`config.mk`:
```
export PLATFORM = sky130hd
export DESIGN_NAME = universal_shift_reg
export DESIGN_NICKNAME = d
export VERILOG_FILES = /design/src/rtl/shift_pkg.sv /design/src/rtl/shift_bit_cell.sv /design/src/rtl/universal_shift_reg.sv
export SDC_FILE = /design/constraint.sdc
export NUM_CORES = 1
export LEC_CHECK = 0
export ABC_AREA = 1
export BUFFER_PORTS_ARGS = -buffer_cell sky130_fd_sc_hd__buf_2
export CELL_PAD_IN_SITES_DETAIL_PLACEMENT = 1
export CELL_PAD_IN_SITES_GLOBAL_PLACEMENT = 2
export CORE_ASPECT_RATIO = 1.25
export CORE_UTILIZATION = 25
export DETAILED_ROUTE_END_ITERATION = 6
export PLACE_DENSITY_LB_ADDON = 0.1
export SLEW_MARGIN = 20
export SYNTH_ARGS = -nofsm -noshare
export SYNTH_HDL_FRONTEND = slang
export SYNTH_SLANG_ARGS = --single-unit
```
`constraint.sdc`:
```
create_clock -name Clk -period 0.8 [get_ports Clk]
set_input_delay 0 -clock Clk [delete_from_list [all_inputs] [get_ports Clk]]
set_output_delay 0 -clock Clk [all_outputs]
set_load 0.005 [all_outputs]
```
`src/rtl/shift_pkg.sv`:
```
// -----------------------------------------------------------------------------
// shift_pkg
//
// Purpose:
//   Shared definitions for the universal shift register: the 2-bit mode type
//   and the mode-select constants decoded by every bit cell.
//
// Contents:
//   mode_t       2-bit mode select type
//   MODE_LOAD    parallel load from Data
//   MODE_SHR     shift toward the LSB, Left_Input enters at the MSB
//   MODE_SHL     shift toward the MSB, Right_Input enters at the LSB
//   MODE_HOLD    keep the current contents
// -----------------------------------------------------------------------------
package shift_pkg;

    typedef logic [1:0] mode_t;

    localparam mode_t MODE_LOAD = 2'd0;
    localparam mode_t MODE_SHR  = 2'd1;
    localparam mode_t MODE_SHL  = 2'd2;
    localparam mode_t MODE_HOLD = 2'd3;

endpackage : shift_pkg

```
`src/rtl/shift_bit_cell.sv`:
```
// -----------------------------------------------------------------------------
// shift_bit_cell
//
// Purpose:
//   One bit position of the universal shift register: a 4:1 next-state mux
//   followed by a flip-flop with asynchronous active-low clear.
//
// Ports:
//   clk_i        rising-edge clock
//   rst_n_i      asynchronous active-low clear of the stored bit
//   mode_i       mode select (shift_pkg::mode_t)
//   data_i       parallel load bit for this position
//   left_nbr_i   bit from the next-higher position (or Left_Input at the MSB)
//   right_nbr_i  bit from the next-lower position (or Right_Input at the LSB)
//   bit_o        stored bit
// -----------------------------------------------------------------------------
module shift_bit_cell
    import shift_pkg::*;
(
    input  logic  clk_i,
    input  logic  rst_n_i,
    input  mode_t mode_i,
    input  logic  data_i,
    input  logic  left_nbr_i,
    input  logic  right_nbr_i,
    output logic  bit_o
);

    logic bit_q;
    logic bit_d;

    // A right shift moves every bit one place toward the LSB, so each cell
    // takes the value of its left (higher) neighbour; a left shift is the
    // mirror image. Any unrecognised mode value falls back to holding.
    always_comb begin
        bit_d = bit_q;
        case (mode_i)
            MODE_LOAD: bit_d = data_i;
            MODE_SHR:  bit_d = left_nbr_i;
            MODE_SHL:  bit_d = right_nbr_i;
            MODE_HOLD: bit_d = bit_q;
            default:   bit_d = bit_q;
        endcase
    end

    always_ff @(posedge clk_i or negedge rst_n_i) begin
        if (!rst_n_i) begin
            bit_q <= 1'b0;
        end else begin
            bit_q <= bit_d;
        end
    end

    assign bit_o = bit_q;

endmodule : shift_bit_cell

```
`src/rtl/universal_shift_reg.sv`:
```
// -----------------------------------------------------------------------------
// universal_shift_reg
//
// Purpose:
//   Parallel-load, bidirectional shift register with serial fill at both ends
//   and a hold mode. The mode on LR is applied at every rising Clk edge;
//   Result always shows the registered contents.
//
// Parameters:
//   WIDTH        register width in bits (minimum 2)
//
// Ports:
//   Clk          rising-edge clock
//   Reset        asynchronous active-low reset; clears the register at once
//   Data         parallel load value (used only in LOAD)
//   LR           mode: 0 LOAD, 1 SHR, 2 SHL, 3 HOLD
//   Left_Input   serial bit entering the MSB on a right shift
//   Right_Input  serial bit entering the LSB on a left shift
//   Result       current register contents
// -----------------------------------------------------------------------------
module universal_shift_reg
    import shift_pkg::*;
#(
    parameter int WIDTH = 8
) (
    input  logic             Clk,
    input  logic             Reset,
    input  logic [WIDTH-1:0] Data,
    input  logic [1:0]       LR,
    input  logic             Left_Input,
    input  logic             Right_Input,
    output logic [WIDTH-1:0] Result
);

    mode_t            mode;
    logic [WIDTH-1:0] result_q;
    logic [WIDTH-1:0] left_nbr;
    logic [WIDTH-1:0] right_nbr;

    assign mode = mode_t'(LR);

    // Neighbour wiring: the serial inputs stand in for the missing neighbour
    // at each end, so shifted-out bits simply fall off with no wrap-around.
    genvar gi;
    generate
        for (gi = 0; gi < WIDTH; gi++) begin : g_cell
            if (gi == WIDTH - 1) begin : g_msb
                assign left_nbr[gi] = Left_Input;
            end else begin : g_mid_l
                assign left_nbr[gi] = result_q[gi+1];
            end

            if (gi == 0) begin : g_lsb
                assign right_nbr[gi] = Right_Input;
            end else begin : g_mid_r
                assign right_nbr[gi] = result_q[gi-1];
            end

            shift_bit_cell u_cell (
                .clk_i       (Clk),
                .rst_n_i     (Reset),
                .mode_i      (mode),
                .data_i      (Data[gi]),
                .left_nbr_i  (left_nbr[gi]),
                .right_nbr_i (right_nbr[gi]),
                .bit_o       (result_q[gi])
            );
        end
    endgenerate

    assign Result = result_q;

endmodule : universal_shift_reg

```
# Word level (Yosys, flattened, before mapping)

Cells that the tools add are included.

Flip-flop bits (word level): 8
Latch bits: 0
RAM bits: 0
Memory bits (read-only): 0
Output and inout port bits: 8
Logic and storage cells: 20
Memories: 0

$add $sub $neg: 0
$mul: 0
Divide/modulo/power cells: 0
$lt $le $gt $ge: 0
Equality and inequality tests: 3
Shift operators: 0
Mux-type cells: 8
Bitwise logic cells: 0
Reduce and logical (&&, ||, !) cells: 1

Operator list:

| operator                                                        | count |
|---|---|
| 1-bit case mux with 3 select lines                              | 8 |
| 2-bit == test, second input constant                            | 2 |
| 2-bit by 1-bit == test with 1-bit output, second input constant | 1 |
| 2-bit zero test                                                 | 1 |

# Depth between registers and ports, before layout

Gate-level depths: netlist of the first run.

Depth after elaboration: 2
Depth in mapped cells: 7
Depth with buffers taken out: 6

# By module

A second synthesis of the first run with hierarchy kept.

Cells, all modules: 120
Area, all modules: 850.8 um^2

Modules (own cells, without submodules):

| module         | instances | cells an instance | area each (um^2) |
|---|---|---|---|
| shift_bit_cell | 8         | 15                | 106.4 |

# Worst setup path after synthesis of the first run

No wires, ideal clock.

Path type: input -> register
Start: in LR[0]
End: reg g_cell[0].u_cell.bit_q
Library setup time: 0.116 ns
Arrival time: 0.703 ns
Data required time: 0.684 ns
Setup slack: -0.019 ns
Cell stages on the path: 7
Path buffers: 1
Cell sequence: inv_1 > ha_1 > clkbuf_8 > inv_4 > nand3_1 > nand2_1 > nand2_1

Word-level cells in the longest chain between the ends: 2
Elaborated cells between the ends (all ways): 5

Ends and longest elaborated chain:

| what                                  | RTL line                  | RTL |
|---|---|---|
| from (decl)                           | universal_shift_reg.sv:29 | `input logic [1:0] LR,` |
| 2-bit == test (tied with other cells) | shift_bit_cell.sv:37      | `case (mode_i)` |
| 1-bit case mux with 3 select lines    | shift_bit_cell.sv:37      |  |
| to (signal assigned)                  | shift_bit_cell.sv:50      | `bit_q <= bit_d;` |
| to (decl)                             | shift_bit_cell.sv:29      | `logic bit_q;` |

Several ways; a longest one is shown, not always the timed one.
A chain may end at the register's enable or synchronous reset.

# Worst setup path after layout of the first run

Start: reg g_cell[3].u_cell.bit_q
End: out Result[3]

RTL lines:

| what                   | RTL line                  | RTL |
|---|---|---|
| from (decl)            | shift_bit_cell.sv:29      |  |
| from (signal assigned) | shift_bit_cell.sv:50      |  |
| to (decl)              | universal_shift_reg.sv:32 | `output logic [WIDTH-1:0] Result` |

No word-level cell between the ends.

==> results of run 1 <==
-- kinds of logic after synthesis --
kind of cell	after synthesis	share of synthesized area, %
AO/OA/AOI/OAI	8	7.56
adder cells (fa/ha/maj)	3	5.96
buffers and inverters	24	24.5
flip-flops	8	31.8
AND/OR/NAND/NOR	48	30.2
-- power breakdown --
| part | switching (uW) | internal (uW) | total, uW |
|---|---|---|---|
| sequential | 64.2 | 469 | 533 |
| combinational | 218 | 248 | 467 |
| clock | 154 | 173 | 327 |
| total | 437 | 890 | 1330 |
-- through the flow --
step / cell area (um2) / worst slack [ns] / total power (uW) / hold slack (ns) / util (%)
after floorplan: 632 / 0.00382 / 828 / -0.296 / -
after global placement: 723 / -0.277 / 927 / -0.133 / 31.7
after detailed placement: 723 / -0.308 / 936 / -0.140 / 31.7
after CTS: 807 / -0.101 / 1340 / 0.0482 / 35.4
after global routing: 815 / -0.134 / 1440 / 0.0896 / 35.7
final: 815 / -0.0892 / 1330 / 0.0579 / 35.7
-- per-layer routing --
metal  global-route usage, %  share of wire [%]
met4                    8.57                1.5
met1                    16.2                 42
met3                    2.18                3.6
met2                    23.0                 53
met5                       0                  0
-- layout make-up --
| cell class | count | area share (%) |
|---|---|---|
| clock buffer | 3 | 2.76 |
| inverter | 11 | 5.68 |
| multi-input combinational | 59 | 37.2 |
| sequential | 8 | 24.6 |
| tap | 31 | 4.76 |
| timing repair buffer | 29 | 25.0 |
-- worst min-delay path, stage by stage --
cell and delay, ns:
sky130_fd_sc_hd__buf_2 0.10, sky130_fd_sc_hd__inv_1 0.04, sky130_fd_sc_hd__a21oi_1 0.05, sky130_fd_sc_hd__nand2_1 0.05
sky130_fd_sc_hd__nand2_1 0.04
-- what timing repair did --
action                                 CTS  global route
resized for setup                       11             2
setup endpoints to repair               15            16
hold buffers                             1             0
endpoints found under the hold margin    8             0
pin swaps                                4            12
buffers inserted                         2             0
-- worst max path at each step --
stage | start | endpoint | cells past startpoint
2_1_floorplan | LR[0] | g_cell[2].u_cell.bit_o | 7
3_3_place_gp | LR[1] | g_cell[5].u_cell.bit_o | 6
3_5_place_dp | LR[0] | g_cell[3].u_cell.bit_o | 7
4_1_cts | g_cell[1].u_cell.bit_o | Result[1] | 2
5_1_grt | g_cell[1].u_cell.bit_o | Result[1] | 2
6_report | g_cell[3].u_cell.bit_o | Result[3] | 2
-- cell usage in the layout (no fill, tap or decap), types with 2 or more instances in the layout --
cell,n
sky130_fd_sc_hd__nand2_1,37
sky130_fd_sc_hd__buf_2,19
sky130_fd_sc_hd__inv_1,10
sky130_fd_sc_hd__dfrtp_1,8
sky130_fd_sc_hd__nand3_1,6
sky130_fd_sc_hd__a21oi_1,6
sky130_fd_sc_hd__buf_6,5
sky130_fd_sc_hd__clkbuf_4,3
sky130_fd_sc_hd__buf_4,3
sky130_fd_sc_hd__a21oi_2,2
sky130_fd_sc_hd__nand3_2,2
sky130_fd_sc_hd__nand2_2,2
sky130_fd_sc_hd__ha_2,2
==> metrics.json, run 1 <==
{
  "outcome": {"value": "finished with violations"},
  "failing_checks": {"value": "setup timing"},
  "cts.sink_count": {"value": 8},
  "p_leak": {"value": 0.000459, "unit": "uW"},
  "non_filler_instance_count_after_layout": {"value": 141},
  "r2r_slack": {"value": -0.06, "unit": "ns"},
  "insertion_delay": {"value": 0.26, "unit": "ns"},
  "post_synthesis_cell_area": {"value": 629, "unit": "um2"},
  "path_common_cell": {"value": "sky130_fd_sc_hd__buf_6"},
  "drc_errors": {"value": 0},
  "root_buffer": {"value": "sky130_fd_sc_hd__clkbuf_4"},
  "hpwlAfterDp": {"value": 1.16, "unit": "mm"},
  "post-synth-top-count-cell": {"value": "sky130_fd_sc_hd__nand2_1"},
  "dr.pass1.iters": {"value": 2},
  "portBuffers": {"value": 21},
  "final.period_utilization": {"value": 111, "unit": "%"},
  "grt_first_pass_wirelength": {"value": 2.68, "unit": "mm"},
  "ff_latch_area": {"value": 200, "unit": "um2"},
  "synth_top_area_share": {"value": 31.8, "unit": "%"},
  "maxClockFrequency": {"value": 1120, "unit": "MHz"},
  "largest_reg_flops": {"value": 8},
  "finClkSkew": {"value": 0.00168, "unit": "ns"},
  "kind_of_start_point_of_the_critical_path": {"value": "register"},
  "cpLargestDelayFamily": {"value": "flip-flops"},
  "regToRegEndpoint": {"value": "g_cell[4].u_cell.bit_o"},
  "core_area": {"value": 0.00228, "unit": "mm2"},
  "first_global_vias": {"value": 618},
  "synth.top_cells.by_count": {"value": "sky130_fd_sc_hd__nand2_1 (40), sky130_fd_sc_hd__inv_1 (10), sky130_fd_sc_hd__buf_4 (8), sky130_fd_sc_hd__dfrtp_1 (8), sky130_fd_sc_hd__nand3_1 (8)"},
  "grt_start_max_net_pins": {"value": 17},
  "synth_cell_types": {"value": 13},
  "synth_area_per_cell": {"value": 6.92, "unit": "um2"},
  "power-per-cell-area": {"value": 1630, "unit": "mW/mm2"},
  "antenna_found_initial": {"value": 0},
  "max_stage_delay": {"value": 0.40, "unit": "ns"},
  "cp-end-kind": {"value": "output pin"},
  "yosys_most_used_dff": {"value": "sky130_fd_sc_hd__dfrtp_1"},
  "diodes": {"value": 0},
  "wl": {"value": 1.57, "unit": "mm"},
  "mappedNetlistNets": {"value": 108},
  "ir_drop": {"value": 0.469, "unit": "mV"},
  "r2r-start": {"value": "g_cell[3].u_cell.bit_o"},
  "timing.final.max_slew_violations": {"value": 0},
  "timing.hold.worst_endpoint": {"value": "g_cell[4].u_cell.bit_o"},
  "die_h": {"value": 58.1, "unit": "um"},
  "syn-instance-count": {"value": 91},
  "design.final.nets": {"value": 129},
  "antenna_left": {"value": 0},
  "synth_warnings": {"value": 0},
  "number_of_cells_traversed_by_the_worst_register_to_register_path": {"value": 5},
  "setup_ws": {"value": -0.0892, "unit": "ns"},
  "rows": {"value": 19},
  "routability_congestion": {"value": 0.697},
  "first_iter_violations": {"value": 2},
  "cts-buffers-inserted": {"value": 3},
  "htree_levels": {"value": 1},
  "die_x": {"value": 46.9, "unit": "um"},
  "hold_start": {"value": "Data[4]"},
  "areaGrowthSynthToFinish": {"value": 29.4, "unit": "%"},
  "layout.filler_cells": {"value": 313},
  "worstHoldPathCells": {"value": 5},
  "global_route.usage.total": {"value": 14.0, "unit": "%"},
  "worst_ep_required_time": {"value": 0.80, "unit": "ns"},
  "crit_type": {"value": "register to output pin"},
  "timing.max_slew.rel_slack": {"value": 81.9, "unit": "%"},
  "initial_core_util": {"value": 27.6, "unit": "%"},
  "cts_tree": {"value": "done"},
  "synth_seq_cells": {"value": 8},
  "synth-seq-area-share": {"value": 31.8, "unit": "%"},
  "multi_input_area": {"value": 303, "unit": "um2"},
  "synth_edf_count": {"value": 0},
  "fp.dieArea": {"value": 0.00272, "unit": "mm2"},
  "report.final.hold_viol_count": {"value": 0},
  "critical_path_arrival": {"value": 0.89, "unit": "ns"},
  "critical_path_buf_inv_count": {"value": 2},
  "clk_pin_slew": {"value": 0.06, "unit": "ns"},
  "final-setup-viol-count": {"value": 9},
  "timing.hold.worst.class": {"value": "primary input to register"},
  "worst-slew-pin-transition": {"value": 0.271, "unit": "ns"},
  "placedCellCount": {"value": 136},
  "setup_total_negative_slack": {"value": -0.381, "unit": "ns"},
  "grt_setup_unrepaired": {"value": "yes"},
  "synth_largest_area_cell": {"value": "sky130_fd_sc_hd__dfrtp_1"},
  "vias_per_cell": {"value": 4.29},
  "maximum_fanout_count_along_the_critical_path": {"value": 2},
  "drv.max_cap_violation_count": {"value": 0},
  "post_route_cells_drive_above_1_share": {"value": 37.3, "unit": "%"},
  "design.portCount": {"value": 22},
  "wl_per_cell": {"value": 11.2, "unit": "um"},
  "asyncSetResetFlopFracSynth": {"value": 100, "unit": "%"},
  "cells_along_the_critical_path": {"value": "buf_6, buf_6"},
  "overall_overflow_remaining_after_global_route": {"value": 0},
  "clk_path_buf_depth": {"value": 2},
  "post_route_minimum_period": {"value": 0.889, "unit": "ns"},
  "routed-via-count": {"value": 605},
  "worst_path_cell_with_the_longest_stage_delay": {"value": "sky130_fd_sc_hd__dfrtp_1"},
  "synth.top_cells.by_area": {"value": "sky130_fd_sc_hd__dfrtp_1 (32%), sky130_fd_sc_hd__nand2_1 (24%), sky130_fd_sc_hd__buf_4 (9.5%)"}
}
Power figures use the tool's default switching activity.
==> run 2, diff against run 1 <==
--- a/config.mk
+++ b/config.mk
@@ -12,7 +12,7 @@
 export CORE_ASPECT_RATIO = 1.25
 export CORE_UTILIZATION = 25
 export DETAILED_ROUTE_END_ITERATION = 6
-export PLACE_DENSITY_LB_ADDON = 0.1
+export PLACE_DENSITY_LB_ADDON = 0.2
 export SLEW_MARGIN = 20
 export SYNTH_ARGS = -nofsm -noshare
 export SYNTH_HDL_FRONTEND = slang
==> run 2 against run 1 <==
The run still ends with setup timing left; die area unchanged; largest power group unchanged; non-clock buffer count rose by 2; largest cell class unchanged; total power fell by 3.0%.
==> metrics.json, run 2 (same netlist as run 1, synthesis figures left out) <==
{
  "setup_ws": {"value": -0.0687, "unit": "ns"},
  "layout_common_cells": {"value": "sky130_fd_sc_hd__nand2_1 (37), sky130_fd_sc_hd__buf_2 (20), sky130_fd_sc_hd__inv_1 (10), sky130_fd_sc_hd__dfrtp_1 (8)"},
  "final_core_utilization": {"value": 35.6, "unit": "%"},
  "hpwlAfterDp": {"value": 1.12, "unit": "mm"},
  "largest_reg_flops": {"value": 8},
  "finalHoldWorstSlack": {"value": 0.0672, "unit": "ns"},
  "clk_path_buf_depth": {"value": 2},
  "design.final.nets": {"value": 131},
  "die_x": {"value": 46.9, "unit": "um"},
  "design.portCount": {"value": 22},
  "drv.max_cap_violation_count": {"value": 0},
  "insertion_delay": {"value": 0.25, "unit": "ns"},
  "post_route_minimum_period": {"value": 0.869, "unit": "ns"},
  "root_buffer": {"value": "sky130_fd_sc_hd__clkbuf_4"},
  "core_area": {"value": 0.00228, "unit": "mm2"},
  "portBuffers": {"value": 21},
  "antenna_found_initial": {"value": 0},
  "first_iter_violations": {"value": 0},
  "timing.max_slew.rel_slack": {"value": 80.7, "unit": "%"},
  "setup_total_negative_slack": {"value": -0.159, "unit": "ns"},
  "wl_per_cell": {"value": 10.3, "unit": "um"},
  "ir_drop": {"value": 0.541, "unit": "mV"},
  "report.final.hold_viol_count": {"value": 0},
  "clk_pin_slew": {"value": 0.06, "unit": "ns"},
  "crit_type": {"value": "register to output pin"},
  "timing.hold.worst.class": {"value": "primary input to register"},
  "finClkSkew": {"value": 0.00380, "unit": "ns"},
  "kind_of_start_point_of_the_critical_path": {"value": "register"},
  "worst-slew-pin-transition": {"value": 0.289, "unit": "ns"},
  "final-setup-viol-count": {"value": 4},
  "first_global_vias": {"value": 581},
  "vias_per_cell": {"value": 4.28},
  "drc_errors": {"value": 0},
  "initial_core_util": {"value": 27.6, "unit": "%"},
  "diodes": {"value": 0},
  "wl": {"value": 1.47, "unit": "mm"},
  "global_route.usage.total": {"value": 12.4, "unit": "%"},
  "fp.dieArea": {"value": 0.00272, "unit": "mm2"},
  "power-per-cell-area": {"value": 1580, "unit": "mW/mm2"},
  "critical_path_arrival": {"value": 0.87, "unit": "ns"},
  "failing_checks": {"value": "setup timing"},
  "htree_levels": {"value": 1},
  "overall_overflow_remaining_after_global_route": {"value": 0},
  "antenna_left": {"value": 0},
  "timing.final.max_slew_violations": {"value": 0},
  "non_filler_instance_count_after_layout": {"value": 143},
  "maxClockFrequency": {"value": 1150, "unit": "MHz"},
  "rows": {"value": 19},
  "cts_tree": {"value": "done"},
  "grt_setup_unrepaired": {"value": "yes"},
  "placedCellCount": {"value": 136},
  "grt_start_max_net_pins": {"value": 16},
  "cts.sink_count": {"value": 8},
  "die_h": {"value": 58.1, "unit": "um"},
  "maximum_fanout_count_along_the_critical_path": {"value": 2},
  "p_leak": {"value": 0.000460, "unit": "uW"},
  "outcome": {"value": "finished with violations"},
  "layout.filler_cells": {"value": 320},
  "routed-via-count": {"value": 612},
  "grt_first_pass_wirelength": {"value": 2.39, "unit": "mm"},
  "final.period_utilization": {"value": 109, "unit": "%"},
  "post_route_cells_drive_above_1_share": {"value": 37.5, "unit": "%"},
  "cp-end-kind": {"value": "output pin"},
  "dr.pass1.iters": {"value": 1},
  "areaGrowthSynthToFinish": {"value": 29.0, "unit": "%"},
  "cts-buffers-inserted": {"value": 3},
  "mostFrequentLayoutCell": {"value": "sky130_fd_sc_hd__nand2_1"},
  "routability_congestion": {"value": 0.693},
  "worst_ep_required_time": {"value": 0.80, "unit": "ns"}
}
-- run 2: routing by layer --
metal	global-route usage, %	up-vias	wire [um]
met5	0	-	0
met4	8.57	0	27
met3	1.87	2	58
met2	18.1	15	708
met1	16.4	284	675
li1	-	311	-
-- run 2: final cells by class --
class | instances | area, um2 | share of cell area, %
Clock buffer | 3 | 22.5 | 2.77
Inverter | 11 | 46.3 | 5.70
Multi-Input combinational cell | 59 | 295 | 36.4
Sequential cell | 8 | 200 | 24.7
Tap cell | 31 | 38.8 | 4.78
Timing Repair Buffer | 31 | 209 | 25.7
-- run 2: what timing repair did --
item / CTS / global route
resized for setup: 3 / 6
endpoints found under the hold margin: 8 / 0
pin swaps: 5 / 13
setup buffers: 2 / 1
hold buffers: 1 / 0
setup endpoints to repair: 9 / 16
-- run 2: through the flow --
stage / total power (uW) / cell area [um2] / setup slack (ns)
finish: 1290 / 812 / -0.0687
global route: 1410 / 812 / -0.122
CTS: 1290 / 783 / -0.0661
detailed placement: 913 / 723 / -0.299
global placement: 908 / 723 / -0.285
floorplan: 828 / 632 / 0.00382
-- run 2: path summary, 6_finish.rpt --
path	start	end	slack (ns)	depth (start not counted)
max in group asynchronous	Reset	g_cell[7].u_cell.bit_o	0.50	2
worst max register to register	g_cell[1].u_cell.bit_o	g_cell[0].u_cell.bit_o	-0.04	5
min in group asynchronous	Reset	g_cell[2].u_cell.bit_o	0.13	2
worst min-delay path	Left_Input	g_cell[7].u_cell.bit_o	0.07	5
worst max-delay path	g_cell[1].u_cell.bit_o	Result[1]	-0.07	2
worst min register to register	g_cell[7].u_cell.bit_o	g_cell[7].u_cell.bit_o	0.51	2
-- run 2: worst max-delay path, stage by stage (launching register included) --
cell and delay [ns]:
sky130_fd_sc_hd__dfrtp_1 0.39, sky130_fd_sc_hd__buf_6 0.12, sky130_fd_sc_hd__buf_6 0.10
-- run 2: report_power, final --
part           internal (uW)  switching [uW]
Clock                    172             138
Sequential               469            62.0
Combinational            236             210
Total                    877             410
